--- src/rtl/hs4_sender_pkg.sv ---
// rtl/hs4_sender_pkg.sv - shared state encoding and sizing helper for the four-phase sender
package hs4_sender_pkg;

  typedef enum logic [1:0] {
    ST_IDLE = 2'b00,
    ST_REQ  = 2'b01,
    ST_REL  = 2'b10,
    ST_ERR  = 2'b11
  } state_e;

  function automatic int clog2(input int value);
    int r;
    r = 0;
    while ((1 << r) < value) r++;
    return r;
  endfunction

endpackage

--- src/rtl/hs4_sender_fifo.sv ---
// rtl/hs4_sender_fifo.sv - transmit FIFO; head word is presented combinationally on rd_data
module hs_fifo
  import hs4_sender_pkg::*;
#(
  parameter int DATA_W = 8,
  parameter int DEPTH  = 4
) (
  input  logic                  clk,
  input  logic                  rst,
  input  logic                  wr_en,
  input  logic [DATA_W-1:0]     wr_data,
  input  logic                  rd_en,
  output logic [DATA_W-1:0]     rd_data,
  output logic                  full,
  output logic                  empty,
  output logic [clog2(DEPTH):0] level
);

  localparam int AW = clog2(DEPTH);

  logic [DATA_W-1:0] mem_q [DEPTH];
  logic [AW-1:0]     wr_ptr_q, wr_ptr_d;
  logic [AW-1:0]     rd_ptr_q, rd_ptr_d;
  logic [AW:0]       level_q, level_d;
  logic              wr_ok, rd_ok;

  assign full    = (level_q == (AW+1)'(DEPTH));
  assign empty   = (level_q == '0);
  assign level   = level_q;
  assign rd_data = mem_q[rd_ptr_q];

  // Full is judged on the registered level, so a pop in the same cycle never admits a write.
  assign wr_ok = wr_en && !full;
  assign rd_ok = rd_en && !empty;

  always_comb begin
    wr_ptr_d = wr_ptr_q;
    rd_ptr_d = rd_ptr_q;
    level_d  = level_q;
    if (wr_ok) wr_ptr_d = wr_ptr_q + AW'(1);
    if (rd_ok) rd_ptr_d = rd_ptr_q + AW'(1);
    case ({wr_ok, rd_ok})
      2'b10:   level_d = level_q + (AW+1)'(1);
      2'b01:   level_d = level_q - (AW+1)'(1);
      default: level_d = level_q;
    endcase
  end

  always_ff @(posedge clk or negedge rst) begin
    if (!rst) begin
      wr_ptr_q <= '0;
      rd_ptr_q <= '0;
      level_q  <= '0;
      for (int i = 0; i < DEPTH; i++) mem_q[i] <= '0;
    end else begin
      wr_ptr_q <= wr_ptr_d;
      rd_ptr_q <= rd_ptr_d;
      level_q  <= level_d;
      if (wr_ok) mem_q[wr_ptr_q] <= wr_data;
    end
  end

endmodule

--- src/rtl/hs4_sender.sv ---
// rtl/hs4_sender.sv - FIFO-fed four-phase request/acknowledge sender with ack timeout
module hs4_sender
  import hs4_sender_pkg::*;
#(
  parameter int DATA_W      = 8,
  parameter int DEPTH       = 4,
  parameter int SYNC_STAGES = 2,
  parameter int TIMEOUT     = 255
) (
  input  logic                  clk,
  input  logic                  rst,
  input  logic                  wr_en,
  input  logic [DATA_W-1:0]     wr_data,
  output logic                  full,
  output logic [clog2(DEPTH):0] level,
  output logic                  send,
  output logic [DATA_W-1:0]     data_out,
  input  logic                  ack,
  output logic                  busy,
  output logic                  timeout_err,
  input  logic                  err_clr
);

  localparam int CW = clog2(TIMEOUT + 1) + 1;

  state_e                   state_q, state_d;
  logic [SYNC_STAGES-1:0]   sync_q, sync_d;
  logic [CW-1:0]            cnt_q, cnt_d, cnt_inc;
  logic [DATA_W-1:0]        data_out_q, data_out_d;
  logic                     send_q, send_d;
  logic                     timeout_err_q, timeout_err_d;
  logic                     ack_s, pop, empty, timed_out;
  logic [DATA_W-1:0]        head;

  hs_fifo #(
    .DATA_W (DATA_W),
    .DEPTH  (DEPTH)
  ) u_fifo (
    .clk     (clk),
    .rst     (rst),
    .wr_en   (wr_en),
    .wr_data (wr_data),
    .rd_en   (pop),
    .rd_data (head),
    .full    (full),
    .empty   (empty),
    .level   (level)
  );

  assign ack_s       = sync_q[SYNC_STAGES-1];
  assign send        = send_q;
  assign data_out    = data_out_q;
  assign timeout_err = timeout_err_q;
  assign busy        = (state_q != ST_IDLE);

  always_comb begin
    state_d       = state_q;
    cnt_d         = cnt_q;
    data_out_d    = data_out_q;
    timeout_err_d = timeout_err_q;
    pop           = 1'b0;
    sync_d        = {sync_q[SYNC_STAGES-2:0], ack};
    cnt_inc       = cnt_q + CW'(1);
    timed_out     = (TIMEOUT > 0) && (cnt_inc == CW'(TIMEOUT));

    case (state_q)
      ST_IDLE: begin
        // A still-high ack belongs to the previous transfer; hold off until it drops.
        if (!empty && !ack_s) begin
          state_d    = ST_REQ;
          pop        = 1'b1;
          data_out_d = head;
        end
      end
      ST_REQ: begin
        if (ack_s) begin
          state_d = ST_REL;
        end else if (timed_out) begin
          state_d       = ST_ERR;
          timeout_err_d = 1'b1;
        end else begin
          cnt_d = cnt_inc;
        end
      end
      ST_REL: begin
        if (!ack_s) begin
          state_d = ST_IDLE;
        end else if (timed_out) begin
          state_d       = ST_ERR;
          timeout_err_d = 1'b1;
        end else begin
          cnt_d = cnt_inc;
        end
      end
      ST_ERR: begin
        if (err_clr && !ack_s) begin
          state_d       = ST_IDLE;
          timeout_err_d = 1'b0;
        end
      end
      default: state_d = ST_IDLE;
    endcase

    if (state_d != state_q) cnt_d = '0;

    // send trails the state by one flop so data_out is settled a full cycle before request rises.
    send_d = (state_q == ST_REQ);
  end

  always_ff @(posedge clk or negedge rst) begin
    if (!rst) begin
      state_q       <= ST_IDLE;
      sync_q        <= '0;
      cnt_q         <= '0;
      data_out_q    <= '0;
      send_q        <= 1'b0;
      timeout_err_q <= 1'b0;
    end else begin
      state_q       <= state_d;
      sync_q        <= sync_d;
      cnt_q         <= cnt_d;
      data_out_q    <= data_out_d;
      send_q        <= send_d;
      timeout_err_q <= timeout_err_d;
    end
  end

endmodule
--- config.mk ---
export PLATFORM = sky130hd
export DESIGN_NAME = hs4_sender
export DESIGN_NICKNAME = d
export VERILOG_FILES = /design/src/rtl/hs4_sender_pkg.sv /design/src/rtl/hs4_sender_fifo.sv /design/src/rtl/hs4_sender.sv
export SDC_FILE = /design/constraint.sdc
export NUM_CORES = 1
export LEC_CHECK = 0
export CORE_AREA = 5 5 93 95
export CTS_CLUSTER_DIAMETER = 120
export DETAILED_ROUTE_END_ITERATION = 8
export DIE_AREA = 0 0 98 100
export SLEW_MARGIN = 30
export SYNTH_ARGS = -nofsm -noshare
export SYNTH_HDL_FRONTEND = slang
export SYNTH_SLANG_ARGS = --single-unit
--- constraint.sdc ---
create_clock -name clk -period 5.7 [get_ports clk]
set_input_delay 1.425 -clock clk [delete_from_list [all_inputs] [get_ports clk]]
set_output_delay 1.425 -clock clk [all_outputs]
set_load 0.01 [all_outputs]
==> results.toml, run 1 <==
[min_path]
hold_path_class = "reg -> reg"
min_path_cells = 0
min_from = "sync_q[0]"
hold_end = "sync_q[1]"

[cells_and_area]
final_nets = 279
area_growth_syn_to_layout_pct = 18.69
nFillCells = 691
fin_cells = 365
n_antenna_cell = 0
drive_gt1_frac = 0.3156

[worst_setup_path]
reg2reg_to = "u_fifo.level[2]"
reg2reg_from = "state_q[0]"
crit_cells = 2
r2r_cells = 9
path_cells = "or2_2 > clkdlybuf4s50_1"
startpoint_type = "flop"
critical_path_class = "reg -> out"
cp_slowest_cell = "clkdlybuf4s50_1"
r2r_setup_slack_ps = 3330
worst-path-buf-inv = 1
crit_fanout = 12
end_kind = "primary output"
worstPathRequired_ps = 4280
cp_slowest_stage_delay_ps = 490
cpLargestDelayFamily = "buffers and inverters"
worstPathArrival_ps = 1650

[floorplan]
die_h_um = 100
coreArea_um2 = 7647
dieArea_um2 = 9800
initial_utilization = 0.3922
dieWidth_um = 98
ios = 28
rows = 32

[routing]
drt_pass1_iterations = 4
vias_per_cell = 4.992
routedWlPerCell_um = 14.87
num_vias = 1822
drc = 0
drtIter0Drc = 36
detail-route-antenna-nets = 0
wl_mm = 5.427

[outcome]
outcome = "complete, no violations"

[sta]
rsz0062_at_grt = "no"
maxSlewHeadroom = 0.5512
hold_viol = 0
finalMaxSlewViolations = 0
min_period_ps = 3075
setup_viol = 0
fin_setup_tns_ps = 0
period_share = 0.5395
clock.fmax_mhz = 325.2
worst_pin_slew_ps = 673.1
skew_ps = 9.893

[logic_synthesis]
ys_seq_elements = 62
synth_ff_type = "dfrtp_1"
syn_area_per_cell_um2 = 13.15
yosys_warnings = 0
synth_edf_count = 0
syn_inst = 228
yosysTopAreaCellShare = 0.5173
yosysMostFrequentCell = "dfrtp_1"
synthTopCellsByCount = "dfrtp_1 (62), mux2_2 (40), nand2_1 (14), inv_1 (11), nor2_2 (10)"
yosys.area.top_type = "dfrtp_1"
ys_top_cells_by_area = "dfrtp_1 (52%), mux2_2 (15%), mux4_2 (6.0%)"
yosysSeqAreaShare = 0.5173
netlist_area_um2 = 2999
syn_nets = 249
synth_cell_types = 42
async_flop_share = 1.000

[global_routing]
grt_pass1_vias = 1889
grt_first_pass_wirelength_mm = 9.508
grt_max_degree = 55
grt_overflow = 0
antenna_found_initial = 0
track_usage = 0.1225

[pwr]
peakVddDrop_uv = 253.1
p_per_area_nw_per_um2 = 524.9
p_leak_nw = 1.521

[cts]
root_buffer = "clkbuf_8"
cts_hold_buffers = 0
numCtsBuffers = 9
cts_resized = 0
cts.sinks = 62
clk_latency_ps = 330
cts_tree = "yes"
clock_path_buffers = 2
cts_setup_buffers = 0
h-tree-depth = 3
cts.reportedPaths.clkPinSlew_ps = 70

[placed_design]
placed_cells = 349
io_buffers = 27
place_hpwl_mm = 3.668
place_congestion = 0.7758

[flow_run]
maxCapViolCount = 0
[layout make-up]
type | instances | area, um^2 | area share
clock buffers | 9 | 123.9 | 0.03480
inverters | 11 | 41.29 | 0.01160
flip-flops and latches | 62 | 1551 | 0.4359
repair buffers | 29 | 280.3 | 0.07873
well taps | 102 | 127.6 | 0.03585
clock inverters | 7 | 88.84 | 0.02496
multi-input cells | 145 | 1346 | 0.3782
[where the power goes]
part           total [W]  switching, W  internal, W  leakage (nW)
sequential      0.000773      0.000143     0.000630         0.754
combinational   0.000683      0.000266     0.000417         0.654
clock           0.000412      0.000169     0.000244         0.113
[how the worst max path moves through the flow]
stage,from,slack (ps),to
finish,state_q[0],2620,busy
global placement,wr_en,2430,u_fifo.level[2]
CTS,state_q[0],2600,busy
global route,state_q[0],2560,busy
floorplan,wr_en,2930,u_fifo.level[2]
detailed placement,wr_en,2370,u_fifo.level[2]
[per-layer routing]
layer  track usage  vias up  part of all wire
met3       0.03058        8             0.026
met2        0.1953       24              0.49
met5             0        -                 0
li1              -      863                 -
met1        0.1598      927              0.47
met4       0.05112        0             0.016
[metrics by stage]
stage                     setup WS, ps    util  power (W)  hold WS (ps)  area, um^2
after floorplan                   2934       -   0.001246         331.2        2999
after global placement            2433  0.4377   0.001459         337.8        3347
after detailed placement          2369  0.4377   0.001481         341.1        3347
after CTS                         2604  0.4655   0.001904         367.0        3560
after global routing              2560  0.4655   0.002008         376.6        3560
final                             2625  0.4655   0.001868         361.8        3560
[placed cells by master, fill, tap and decap left out, drive strengths merged, types with 4 or more instances in the layout]
cell and count:
nand2 14, xnor2 5, clkbuf 9, mux4 8, o21ai 6, inv 11, a21oi 5, clkinv 5
nor2 12, o211ai 4, mux2 41, dfrtp 62, nor3 4, xor2 9, ha 7, clkdlybuf4s50 26
[logic make-up (layout without fill, tap and decap cells)]
kind of cell | after synthesis | count (layout) | share of synthesized area
flops | 62 | 62 | 0.5173
mux | 52 | 52 | 0.2240
simple gates | 48 | 48 | 0.08761
compound gates | 23 | 23 | 0.05883
buf+inv | 21 | 56 | 0.03546
xor+xnor | 14 | 14 | 0.04089
fa+ha+maj | 8 | 8 | 0.03588
[state kept, by name, summed over array words and instances (netlist names)]
| register | flops |
|---|---|
| cnt_q | 9 |
| data_out | 8 |
| send | 1 |
| state_q | 2 |
| sync_q | 2 |
| timeout_err | 1 |
| u_fifo.level | 3 |
| u_fifo.mem_q | 32 |
| u_fifo.rd_ptr_q | 2 |
| u_fifo.wr_ptr_q | 2 |
(Power assumes the default switching activity.)
==> inputs of run 2 (changes only) <==
==> constraint.sdc (replaced) <==
create_clock -name clk -period 2.8 [get_ports clk]
set_input_delay 0.7 -clock clk [delete_from_list [all_inputs] [get_ports clk]]
set_output_delay 0.7 -clock clk [all_outputs]
set_load 0.01 [all_outputs]
==> results.toml, run 2 (same netlist as run 1, synthesis figures left out) <==
[sta]
worst_pin_slew_ps = 615.8
hold_viol = 0
setup_viol = 0
period_share = 0.8464
maxSlewHeadroom = 0.5895
skew_ps = 12.60
rsz0062_at_grt = "no"
clock.fmax_mhz = 422.0
min_period_ps = 2370
fin_setup_tns_ps = 0
finalMaxSlewViolations = 0
setup_slack_ps = 430.1

[worst_setup_path]
worstPathArrival_ps = 1670
r2r_setup_slack_ps = 600
r2r_cells = 8
startpoint_type = "flop"
reg2reg_to = "u_fifo.level[2]"
crit_fanout = 12
worst-path-buf-inv = 1
worstPathRequired_ps = 2100
cpLargestDelayFamily = "flip-flops"
path_cells = "or2_2 > clkdlybuf4s50_1"
end_kind = "primary output"
cp_slowest_cell = "dfrtp_1"
reg2reg_from = "state_q[0]"
critical_path_class = "reg -> out"
cp_slowest_stage_delay_ps = 490

[pwr]
p_per_area_nw_per_um2 = 1072
p_switching_w = 0.001181
p_comb_frac = 0.366
p_clk_frac = 0.226
p_leak_nw = 1.530
seq_power_share = 0.408
p_int_w = 0.002665
switching_share = 0.3071
peakVddDrop_uv = 506.4

[global_routing]
grt_max_degree = 56
antenna_found_initial = 0
top_usage_layer = "met2"
grt_pass1_vias = 1861
grtUsageMet3 = 0.04795
met1_usage = 0.1535
grt_first_pass_wirelength_mm = 9.225
grt_overflow = 0
met2_usage = 0.1817
track_usage = 0.1220

[cts]
cts.reportedPaths.clkPinSlew_ps = 80
cts_tree = "yes"
cts.sinks = 62
clock_path_buffers = 2
cts_setup_buffers = 0
cts_hold_buffers = 0
numCtsBuffers = 9
root_buffer = "clkbuf_8"
clk_latency_ps = 340
h-tree-depth = 3
cts_resized = 0

[cells_and_area]
design_area_um2 = 3587
drive_gt1_frac = 0.3156
area_growth_syn_to_layout_pct = 19.61
n_antenna_cell = 0
postLayoutCoreUtil = 0.4691
layout_commonest_cell = "dfrtp_1"
largest_reg_flops = 32
top_register = "u_fifo.mem_q"
final_nets = 280
mostFrequentLayoutCells = "dfrtp_1 (62), mux2_2 (40), clkdlybuf4s50_1 (26), nand2_1 (14), inv_1 (11)"
fin_cells = 365

[placed_design]
io_buffers = 27
pre_cts_ws_ps = 434.1
placed_cells = 350
place_congestion = 0.8401
placed_area_um2 = 3367
place_hpwl_mm = 3.676

[min_path]
hold_path_class = "in -> async"

[routing]
vias_per_cell = 4.885
routedWlPerCell_um = 14.83
wl_mm = 5.412
detail-route-antenna-nets = 0
num_vias = 1783
drc = 0
drtIter0Drc = 73
drt_pass1_iterations = 4

[floorplan]
coreArea_um2 = 7647
initial_utilization = 0.3922
rows = 32
ios = 28
dieWidth_um = 98
dieArea_um2 = 9800
die_h_um = 100

[flow_run]
maxCapViolCount = 0

[outcome]
outcome = "complete, no violations"
[run 2: cell types whose count changed in the layout (fill, tap and decap cells not counted), sizes merged]
cell,delta
clkbuf,+1
inv,+1
buf,+1
clkinv,-3
[run 2: final cells by class]
type	count	area, um^2
Sequential cell	62	1551
Fill cell	679	4060
Clock inverter	5	82.58
Timing Repair Buffer	30	300.3
Inverter	11	41.29
Multi-Input combinational cell	145	1346
Tap cell	102	127.6
Clock buffer	10	137.6
[run 2: per-layer routing]
layer,up-vias,wire length [um]
li1,867,-
met1,873,2521
met2,30,2532
met3,13,250
met4,0,107
met5,-,0
[run 2: worst max-delay path by stage]
| stage | start | to | slack (ps) | cells past startpoint |
|---|---|---|---|---|
| after floorplan | state_q[1] | u_fifo.level[2] | 430 | 9 |
| after global placement | wr_en | u_fifo.level[2] | 470 | 9 |
| after detailed placement | wr_en | u_fifo.level[2] | 430 | 9 |
| after CTS | state_q[0] | busy | 410 | 2 |
| after global routing | state_q[0] | busy | 350 | 2 |
| final | state_q[0] | busy | 430 | 2 |
[run 2: per-stage QoR]
step / hold WS (ps) / total power, W
floorplan: 331.2 / 0.002537
global placement: 333.6 / 0.002981
detailed placement: 334.7 / 0.003025
CTS: 183.8 / 0.003914
global route: 180.1 / 0.004119
finish: 194.2 / 0.003846
[run 2: power by group through the flow]
stage	registers (W)	clock network, W	logic [W]
global route	0.00163	0.000950	0.00154
finish	0.00157	0.000870	0.00141
CTS	0.00158	0.000900	0.00144
global placement	0.00158	0	0.00140
detailed placement	0.00159	0	0.00143
floorplan	0.00149	0	0.00105
